===== src/rtl/uart_pkg.sv =====
// Shared definitions for the UART command decoder: frame FSM encoding,
// default frame marker and frame length.
package uart_pkg;

    typedef enum logic [2:0] {
        S_SYNC = 3'd0,
        S_ADDR = 3'd1,
        S_DATH = 3'd2,
        S_DATL = 3'd3,
        S_CHK  = 3'd4
    } frame_state_e;

    localparam logic [7:0] SYNC_BYTE_DEFAULT = 8'hA5;
    localparam int         FRAME_LEN         = 5;

endpackage


===== src/rtl/uart_rx_cmd_decoder_if.sv =====
// Command output bus: one-entry valid/ready channel carrying {addr, data}.
interface uart_rx_cmd_decoder_if;
  logic        cmd_valid;
  logic        cmd_ready;
  logic [7:0]  cmd_addr;
  logic [15:0] cmd_data;

  modport master (output cmd_valid, output cmd_addr, output cmd_data, input cmd_ready);
  modport slave  (input cmd_valid, input cmd_addr, input cmd_data, output cmd_ready);
endinterface


===== src/rtl/uart_cmd_out_reg.sv =====
// One-entry valid/ready holding register; a load into an occupied slot that
// is not being drained this cycle is dropped and flagged as overflow.
module uart_cmd_out_reg (
  input  logic                         i_Clock,
  input  logic                         i_Rst_L,
  input  logic                         i_Load,
  input  logic [7:0]                   i_Addr,
  input  logic [15:0]                  i_Data,
  output logic                         o_Err_Ovf,
  uart_rx_cmd_decoder_if.master        cmd
);

  logic        valid_reg, valid_next;
  logic [7:0]  addr_reg, addr_next;
  logic [15:0] data_reg, data_next;
  logic        ovf_reg, ovf_next;
  logic        slot_free;

  // The slot can be refilled in the same cycle the consumer takes it
  assign slot_free = !valid_reg || cmd.cmd_ready;

  always_comb begin
    valid_next = valid_reg;
    addr_next  = addr_reg;
    data_next  = data_reg;
    ovf_next   = 1'b0;
    if (valid_reg && cmd.cmd_ready) begin
      valid_next = 1'b0;
    end
    if (i_Load) begin
      if (slot_free) begin
        valid_next = 1'b1;
        addr_next  = i_Addr;
        data_next  = i_Data;
      end else begin
        ovf_next = 1'b1;
      end
    end
  end

  always_ff @(posedge i_Clock or negedge i_Rst_L) begin
    if (!i_Rst_L) begin
      valid_reg <= 1'b0;
      addr_reg  <= 8'h00;
      data_reg  <= 16'h0000;
      ovf_reg   <= 1'b0;
    end else begin
      valid_reg <= valid_next;
      addr_reg  <= addr_next;
      data_reg  <= data_next;
      ovf_reg   <= ovf_next;
    end
  end

  assign cmd.cmd_valid = valid_reg;
  assign cmd.cmd_addr  = addr_reg;
  assign cmd.cmd_data  = data_reg;
  assign o_Err_Ovf     = ovf_reg;

endmodule


===== src/rtl/uart_rx_cmd_decoder.sv =====
// Assembles SYNC/ADDR/DATA_H/DATA_L/CHK frames from UART bytes and issues good
// commands. Define UART_CMD_TIMEOUT_EN to abandon frames after TIMEOUT_CLKS idle clocks.
module uart_rx_cmd_decoder
  import uart_pkg::*;
#(
  parameter logic [7:0] SYNC_BYTE    = SYNC_BYTE_DEFAULT,
  parameter int         TIMEOUT_CLKS = 4340
) (
  input  logic                  i_Clock,
  input  logic                  i_Rst_L,
  input  logic                  i_RX_DV,
  input  logic [7:0]            i_RX_Byte,
  uart_rx_cmd_decoder_if.master cmd,
  output logic                  o_Err_Chk,
  output logic                  o_Err_Ovf,
  output logic                  o_Err_Tmo,
  output logic                  o_Busy
);

  if (TIMEOUT_CLKS < 2) begin : g_bad_timeout
    $error("TIMEOUT_CLKS must be at least 2");
  end

  frame_state_e state_reg, state_next;
  logic [7:0]   addr_reg, addr_next;
  logic [7:0]   dath_reg, dath_next;
  logic [7:0]   datl_reg, datl_next;
  logic [7:0]   sum_reg, sum_next;
  logic         chk_err_reg, chk_err_next;
  logic         frame_good;
  logic         tmo_hit;

`ifdef UART_CMD_TIMEOUT_EN
  localparam int TMO_W = $clog2(TIMEOUT_CLKS + 1);

  logic [TMO_W-1:0] tmo_cnt_reg, tmo_cnt_next;
  logic             tmo_err_reg;

  // A byte arriving on the deadline cycle takes priority over the timeout
  assign tmo_hit = (state_reg != S_SYNC) && !i_RX_DV &&
                   (tmo_cnt_reg == TMO_W'(TIMEOUT_CLKS));

  always_comb begin
    tmo_cnt_next = tmo_cnt_reg + 1'b1;
    if (i_RX_DV || (state_reg == S_SYNC) || tmo_hit) begin
      tmo_cnt_next = '0;
    end
  end

  always_ff @(posedge i_Clock or negedge i_Rst_L) begin
    if (!i_Rst_L) begin
      tmo_cnt_reg <= '0;
      tmo_err_reg <= 1'b0;
    end else begin
      tmo_cnt_reg <= tmo_cnt_next;
      tmo_err_reg <= tmo_hit;
    end
  end

  assign o_Err_Tmo = tmo_err_reg;
`else
  assign tmo_hit   = 1'b0;
  assign o_Err_Tmo = 1'b0;
`endif

  always_comb begin
    state_next   = state_reg;
    addr_next    = addr_reg;
    dath_next    = dath_reg;
    datl_next    = datl_reg;
    sum_next     = sum_reg;
    chk_err_next = 1'b0;
    frame_good   = 1'b0;
    if (i_RX_DV) begin
      case (state_reg)
        S_SYNC: begin
          if (i_RX_Byte == SYNC_BYTE) state_next = S_ADDR;
        end
        S_ADDR: begin
          addr_next  = i_RX_Byte;
          sum_next   = i_RX_Byte;
          state_next = S_DATH;
        end
        S_DATH: begin
          dath_next  = i_RX_Byte;
          sum_next   = sum_reg + i_RX_Byte;
          state_next = S_DATL;
        end
        S_DATL: begin
          datl_next  = i_RX_Byte;
          sum_next   = sum_reg + i_RX_Byte;
          state_next = S_CHK;
        end
        S_CHK: begin
          state_next = S_SYNC;
          if (i_RX_Byte == sum_reg) frame_good   = 1'b1;
          else                      chk_err_next = 1'b1;
        end
        default: state_next = S_SYNC;
      endcase
    end else if (tmo_hit) begin
      state_next = S_SYNC;
    end
  end

  always_ff @(posedge i_Clock or negedge i_Rst_L) begin
    if (!i_Rst_L) begin
      state_reg   <= S_SYNC;
      addr_reg    <= 8'h00;
      dath_reg    <= 8'h00;
      datl_reg    <= 8'h00;
      sum_reg     <= 8'h00;
      chk_err_reg <= 1'b0;
    end else begin
      state_reg   <= state_next;
      addr_reg    <= addr_next;
      dath_reg    <= dath_next;
      datl_reg    <= datl_next;
      sum_reg     <= sum_next;
      chk_err_reg <= chk_err_next;
    end
  end

  uart_cmd_out_reg u_out_reg (
    .i_Clock   (i_Clock),
    .i_Rst_L   (i_Rst_L),
    .i_Load    (frame_good),
    .i_Addr    (addr_reg),
    .i_Data    ({dath_reg, datl_reg}),
    .o_Err_Ovf (o_Err_Ovf),
    .cmd       (cmd)
  );

  assign o_Err_Chk = chk_err_reg;
  assign o_Busy    = (state_reg != S_SYNC);

endmodule


===== src/flat_wrapper.sv =====
// flat-port wrapper written by rule: the top's interface ports become plain ports
module uart_rx_cmd_decoder_flat import uart_pkg::*;
#(
  parameter logic [7:0] SYNC_BYTE    = SYNC_BYTE_DEFAULT,
  parameter int         TIMEOUT_CLKS = 4340
)
  (i_Clock, i_Rst_L, i_RX_DV, i_RX_Byte, o_Err_Chk, o_Err_Ovf, o_Err_Tmo, o_Busy, cmd_cmd_valid, cmd_cmd_addr, cmd_cmd_data, cmd_cmd_ready);
  uart_rx_cmd_decoder_if cmd_i ();
  input  logic i_Clock;
  input  logic i_Rst_L;
  input  logic i_RX_DV;
  input  logic [7:0] i_RX_Byte;
  output logic o_Err_Chk;
  output logic o_Err_Ovf;
  output logic o_Err_Tmo;
  output logic o_Busy;
  output wire logic [$bits(cmd_i.cmd_valid)-1:0] cmd_cmd_valid;
  output wire logic [$bits(cmd_i.cmd_addr)-1:0] cmd_cmd_addr;
  output wire logic [$bits(cmd_i.cmd_data)-1:0] cmd_cmd_data;
  input wire logic [$bits(cmd_i.cmd_ready)-1:0] cmd_cmd_ready;
  assign cmd_cmd_valid = cmd_i.cmd_valid;
  assign cmd_cmd_addr = cmd_i.cmd_addr;
  assign cmd_cmd_data = cmd_i.cmd_data;
  assign cmd_i.cmd_ready = cmd_cmd_ready;
  uart_rx_cmd_decoder #(.SYNC_BYTE(SYNC_BYTE), .TIMEOUT_CLKS(TIMEOUT_CLKS)) u_core (.i_Clock(i_Clock), .i_Rst_L(i_Rst_L), .i_RX_DV(i_RX_DV), .i_RX_Byte(i_RX_Byte), .cmd(cmd_i), .o_Err_Chk(o_Err_Chk), .o_Err_Ovf(o_Err_Ovf), .o_Err_Tmo(o_Err_Tmo), .o_Busy(o_Busy));
endmodule

===== config.mk =====
export PLATFORM = sky130hd
export DESIGN_NAME = uart_rx_cmd_decoder_flat
export DESIGN_NICKNAME = d
export VERILOG_FILES = /design/src/rtl/uart_pkg.sv /design/src/rtl/uart_rx_cmd_decoder_if.sv /design/src/rtl/uart_cmd_out_reg.sv /design/src/rtl/uart_rx_cmd_decoder.sv /design/src/flat_wrapper.sv
export SDC_FILE = /design/constraint.sdc
export NUM_CORES = 1
export LEC_CHECK = 0
export CAP_MARGIN = 20
export CORE_AREA = 2 2 76 78
export CTS_CLUSTER_SIZE = 25
export DETAILED_ROUTE_END_ITERATION = 12
export DIE_AREA = 0 0 78 80
export GPL_TIMING_DRIVEN = 0
export PLACE_DENSITY = 0.84
export SETUP_SLACK_MARGIN = 0.4
export SYNTH_ARGS = -nofsm -noshare
export SYNTH_HDL_FRONTEND = slang
export SYNTH_SLANG_ARGS = --single-unit

===== constraint.sdc =====
create_clock -name i_Clock -period 6.1 [get_ports i_Clock]
set_input_delay 1.83 -clock i_Clock [delete_from_list [all_inputs] [get_ports i_Clock]]
set_output_delay 1.83 -clock i_Clock [all_outputs]
set_load 0.01 [all_outputs]

# Word level (Yosys, flattened, before mapping)
# Cells that the tools add are included.
[op_classes]
addsub = 1
eq_ne = 7
muxes = 14
reduce_logical = 13
[ops]
columns = ["cell", "count"]
rows = [
  ["8-bit one-hot mux with 2 select lines", 1],
  ["3-bit one-hot mux with 4 select lines", 1],
  ["2-bit AND reduction", 6],
  ["1-bit 2-to-1 mux", 11],
  ["8-bit adder", 1],
  ["8-bit equality test", 1],
  ["8-bit equality test, second input constant", 1],
  ["3-bit by 2-bit equality test with 1-bit output, second input constant", 2],
  ["3-bit by 1-bit equality test with 1-bit output, second input constant", 1],
  ["3-bit equality test, second input constant", 1],
  ["3-bit logical NOT", 1],
  ["3-bit 2-to-1 mux", 1],
  ["3-bit nonzero test", 1],
  ["2-bit by 1-bit != test with 1-bit output, second input constant", 1],
  ["2-bit nonzero test", 1],
  ["2-bit OR reduction", 1],
  ["1-bit logical AND", 1],
  ["1-bit logical NOT", 1],
  ["1-bit logical OR", 1],
]
[word_totals]
regBits = 62
input_bits = 12
out_inout_bits = 29
word_cells = 45

# Longest topological paths before layout
[depth]
word_depth = 5
mapped_depth = 8
depth_no_buf = 8

# Modules after synthesis
# A second synthesis with hierarchy kept.
[hier_totals]
hier_cells = 213
hier_area_um2 = 2940.3
[by_module_without_submodules]
columns = ["module", "instances", "cells_per_inst", "area_per_inst_um2", "seq_area_each_um2"]
rows = [
  ["uart_rx_cmd_decoder", 1, 156, 1868.0, 900.9],
  ["uart_cmd_out_reg", 1, 57, 1072.3, 650.6],
]

# Least setup slack after synthesis
# No wires, ideal clock.
[synth_path]
path_type = "input to register"
startpoint = "input port i_RX_Byte[6]"
endpoint = "register u_core.u_out_reg.addr_reg[0], in the netlist u_core.u_out_reg.cmd.cmd_addr[0]"
setup_ns = 0.125
arrival_time_ns = 3.450
t_required_ns = 5.975
setup_slack_ns = 2.525
path_stages = 8
n_path_buf = 2
cell_sequence = "ha_1 nor4_2 nand2_1 nor4_2 and3_1 buf_6 buf_12 mux2_4"
[synth_via]
elab_chain_len = 5
[synth_lines]
columns = ["element", "line", "text"]
rows = [
  ["from (decl)", "flat_wrapper.sv:12", "input logic [7:0] i_RX_Byte;"],
  ["8-bit equality test", "uart_rx_cmd_decoder.sv:96", "if (i_RX_Byte == sum_reg) frame_good = 1'b1;"],
  ["1-bit 2-to-1 mux", "uart_rx_cmd_decoder.sv:96", ""],
  ["1-bit 2-to-1 mux", "uart_rx_cmd_decoder.sv:75", "case (state_reg)"],
  ["1-bit 2-to-1 mux", "uart_rx_cmd_decoder.sv:74", "if (i_RX_DV) begin"],
  ["2-bit AND reduction (no source line)", "--", ""],
  ["to (signal assigned)", "uart_cmd_out_reg.sv:49", "addr_reg <= addr_next;"],
  ["to (decl)", "uart_cmd_out_reg.sv:14", "logic [7:0] addr_reg, addr_next;"],
]
# Every way passes these cells.
# A chain may end at the register's enable or synchronous reset.

# Worst setup path after layout
[layout_path]
startpoint = "input port i_RX_Byte[6]"
endpoint = "register u_core.u_out_reg.addr_reg[1], in the netlist u_core.u_out_reg.cmd.cmd_addr[1]"
# Same word-level chain as after synthesis.

==> flow_summary.json <==
{
  "cts_setup_buffers": 0,
  "rsz0062_at_grt": "no",
  "ioPinCount": 41,
  "ys_types": 48,
  "vias_per_cell": 5.549,
  "fin_worst_skew_ns": 0.004959,
  "max_freq_mhz": 246.2,
  "ys_warn_count": 0,
  "rr_worst_depth": 8,
  "status": "completed",
  "first_global_vias": 1959,
  "ant_nets": 0,
  "fin_crit_ns": 4.062,
  "cp_max_fo": 10,
  "core_region_area_um2": 5405,
  "tns_ns": 0,
  "hold_start": "u_core.addr_reg[5]",
  "vdd_drop_max_v": 0.0002021,
  "syn_area_per_cell_um2": 12.44,
  "timing.critical_path.mode_cell": "nor4_2",
  "reg2reg_setup_slack_ns": 3.76,
  "slew_headroom_pct": 51.75,
  "antenna_found_initial": 0,
  "finalHoldViolations": 0,
  "synthCells": 233,
  "ctsHoldBuffers": 0,
  "crit_type": "in2reg",
  "die_w_um": 78,
  "holdWs_ns": 0.4797,
  "cp.required_ns": 6.33,
  "drt_iter0_markers": 130,
  "start_kind": "primary input",
  "cp_top_family": "buffers and inverters",
  "ys_ff_latch": 62,
  "numClockSinks": 62,
  "start_util_pct": 53.61,
  "synth_area_um2": 2898,
  "r2r-start": "u_core.sum_reg[6]",
  "end_kind": "flop",
  "hold-path-endpoint": "u_core.addr_reg[5]",
  "worst_slew_pin_slew_ns": 0.7237,
  "grt_first_pass_wirelength_mm": 10.12,
  "drc": 0,
  "grt_use_total_pct": 21.82,
  "clock_latency_ns": 0.35,
  "clkSlewWorstSetupHoldPaths_ns": 0.07,
  "min_path_cells": 2,
  "die_area_um2": 6240,
  "antenna_cells": 0,
  "cts_tree": "yes",
  "netlist_top_cells_area": "dfrtp_1 54%, mux2_4 10%, mux2_2 7.8%, nand2_1 4.4%, ha_1 3.0%",
  "maxCapViolations": 0,
  "finalSetupViolCount": 0,
  "io_buffers": 38,
  "num_vias": 1992,
  "hold_path.class": "reg2reg",
  "n_fill_cell": 411,
  "arrival_ns": 4.29,
  "synth_top_area_cell": "dfrtp_1",
  "wirelength_mm": 6.113,
  "timing.final.crit_share_pct": 66.60,
  "root_buffer": "clkbuf_8",
  "grt_remaining_overflow": 0,
  "cts.htree.levels": 3,
  "rows": 27,
  "nNetsFinal": 303,
  "largest_register_ffs": 16,
  "p_per_area_nw_per_um2": 394.4,
  "grt_max_degree": 34,
  "wl_per_cell_um": 17.03,
  "layout.cells.non_filler": 359,
  "cts_resized": 0,
  "dp_hpwl_mm": 4.214,
  "max_stage_delay_ns": 0.55,
  "maxSlewViolCount": 0,
  "numCtsBuffers": 9,
  "placedCellCount": 344,
  "dr.pass1.iters": 4,
  "worst_r2r_endpoint": "u_core.u_out_reg.cmd.cmd_addr[1]",
  "place_area_um2": 3383,
  "synth_top_area_share_pct": 53.54,
  "crit_chain": "clkdlybuf4s50_1 -> ha_1 -> nor4_2 -> nand2_1 -> nor4_2 -> and3_1 -> buf_6 -> buf_12 -> mux2_4",
  "fin_area_um2": 3558,
  "critPathBufInv": 3,
  "gp_congestion": 0.8660,
  "p_leak_uw": 0.001620,
  "slowest_stage": "clkdlybuf4s50_1",
  "area_growth_pct": 22.80,
  "clockBufferDepth": 2,
  "die_y_um": 80,
  "ys_seq_area_share_pct": 53.54,
  "drive_gt1_share_pct": 24.39,
  "synth_nets": 253
}
==> tightest hold or removal path, cell delays in order (launching register included) <==
cell     delay, ns
dfrtp_1       0.35
nand2_1       0.05
nand2_1       0.05
==> synthesized netlist by cell type, drive strengths merged <==
master	count
nor4b	1
a21boi	1
inv	6
dfrtp	62
and3	2
and4	1
nand2b	3
a21oi	8
conb	1
a31oi	3
o211ai	2
clkbuf	2
o22ai	2
o221ai	1
mux2i	2
xnor2	1
o2111ai	1
nand3	1
buf	7
nor2b	2
nand2	34
and2	1
fa	1
a221oi	1
and2b	1
o21ai	11
ha	7
nor2	7
xor2	1
a211oi	3
mux2	40
o31ai	2
a21o	2
or3	4
a22oi	1
o21bai	1
nor3	3
o21a	1
nand4	1
nor4	2
==> report_power, final <==
part / internal [uW] / switching [uW]
combinational: 218 / 258
sequential: 529 / 70.3
clock: 167 / 161
total: 914 / 490
==> metrics by stage <==
step / setup slack (ns) / power, uW / utilization (%)
floorplan: 2.525 / 939.7 / -
global placement: 1.302 / 1045 / 62.31
detailed placement: 1.675 / 1074 / 62.59
CTS: 2.036 / 1410 / 65.83
global route: 1.913 / 1497 / 65.83
finish: 2.038 / 1403 / 65.83
==> routing by layer <==
layer	track usage, %	up-vias	wire (um)
met1	28.59	996	2802
li1	-	925	-
met3	7.466	11	279
met4	7.193	0	99
met2	34.14	60	2931
met5	0	-	0
==> worst max path at each step <==
stage | start | endpoint | slack [ns] | depth (start not counted)
floorplan | i_RX_Byte[6] | u_core.u_out_reg.cmd.cmd_addr[0] | 2.52 | 8
global placement | i_Rst_L | u_core.sum_reg[2] | 1.30 | 1
detailed placement | i_RX_Byte[6] | u_core.u_out_reg.cmd.cmd_data[7] | 1.68 | 9
CTS | i_RX_Byte[2] | u_core.u_out_reg.cmd.cmd_data[7] | 2.04 | 9
global route | i_RX_Byte[6] | u_core.u_out_reg.cmd.cmd_data[7] | 1.91 | 9
finish | i_RX_Byte[6] | u_core.u_out_reg.cmd.cmd_addr[1] | 2.04 | 9
==> cells in the final DEF (no fill, tap or decap), types with 2 or more instances in the layout <==
| master | instances |
|---|---|
| dfrtp_1 | 62 |
| clkdlybuf4s50_1 | 37 |
| nand2_1 | 34 |
| mux2_2 | 20 |
| mux2_4 | 20 |
| clkbuf_8 | 11 |
| o21ai_0 | 10 |
| a21oi_1 | 8 |
| ha_1 | 7 |
| inv_1 | 6 |
| nor2_1 | 5 |
| buf_2 | 4 |
| or3_1 | 3 |
| nand2b_1 | 3 |
| clkbuf_1 | 3 |
| buf_12 | 3 |
| a211oi_1 | 3 |
| a31oi_1 | 3 |
| nor4_2 | 2 |
| nor3_1 | 2 |
| nor2_2 | 2 |
| o22ai_1 | 2 |
| o31ai_1 | 2 |
| and3_1 | 2 |
| o211ai_1 | 2 |
| a21o_1 | 2 |
| nor2b_1 | 2 |
| mux2i_1 | 2 |
| clkinvlp_4 | 2 |
==> kinds of logic after synthesis <==
logic type / after synthesis / synth area share, %
AOI/OAI and AO/OA: 40 / 8.636
xor gates and xnor gates: 2 / 0.6046
adders and majority gates: 8 / 3.713
buffers and inverters: 15 / 3.584
DFF: 62 / 53.54
muxes: 42 / 18.83
other: 1 / 0.1294
and+or+nand+nor: 63 / 10.97
==> area by class of cell <==
| cell class | count | area [um2] | area share, % |
|---|---|---|---|
| Clock inverter | 3 | 20.02 | 0.5626 |
| Tap cell | 72 | 90.09 | 2.532 |
| Inverter | 6 | 22.52 | 0.6329 |
| Clock buffer | 12 | 155.1 | 4.360 |
| Multi-Input combinational cell | 156 | 1242 | 34.92 |
| Timing Repair Buffer | 39 | 395.4 | 11.11 |
| Sequential cell | 62 | 1551 | 43.60 |
| Buffer | 9 | 81.33 | 2.286 |
Power figures use the tool's default switching activity.
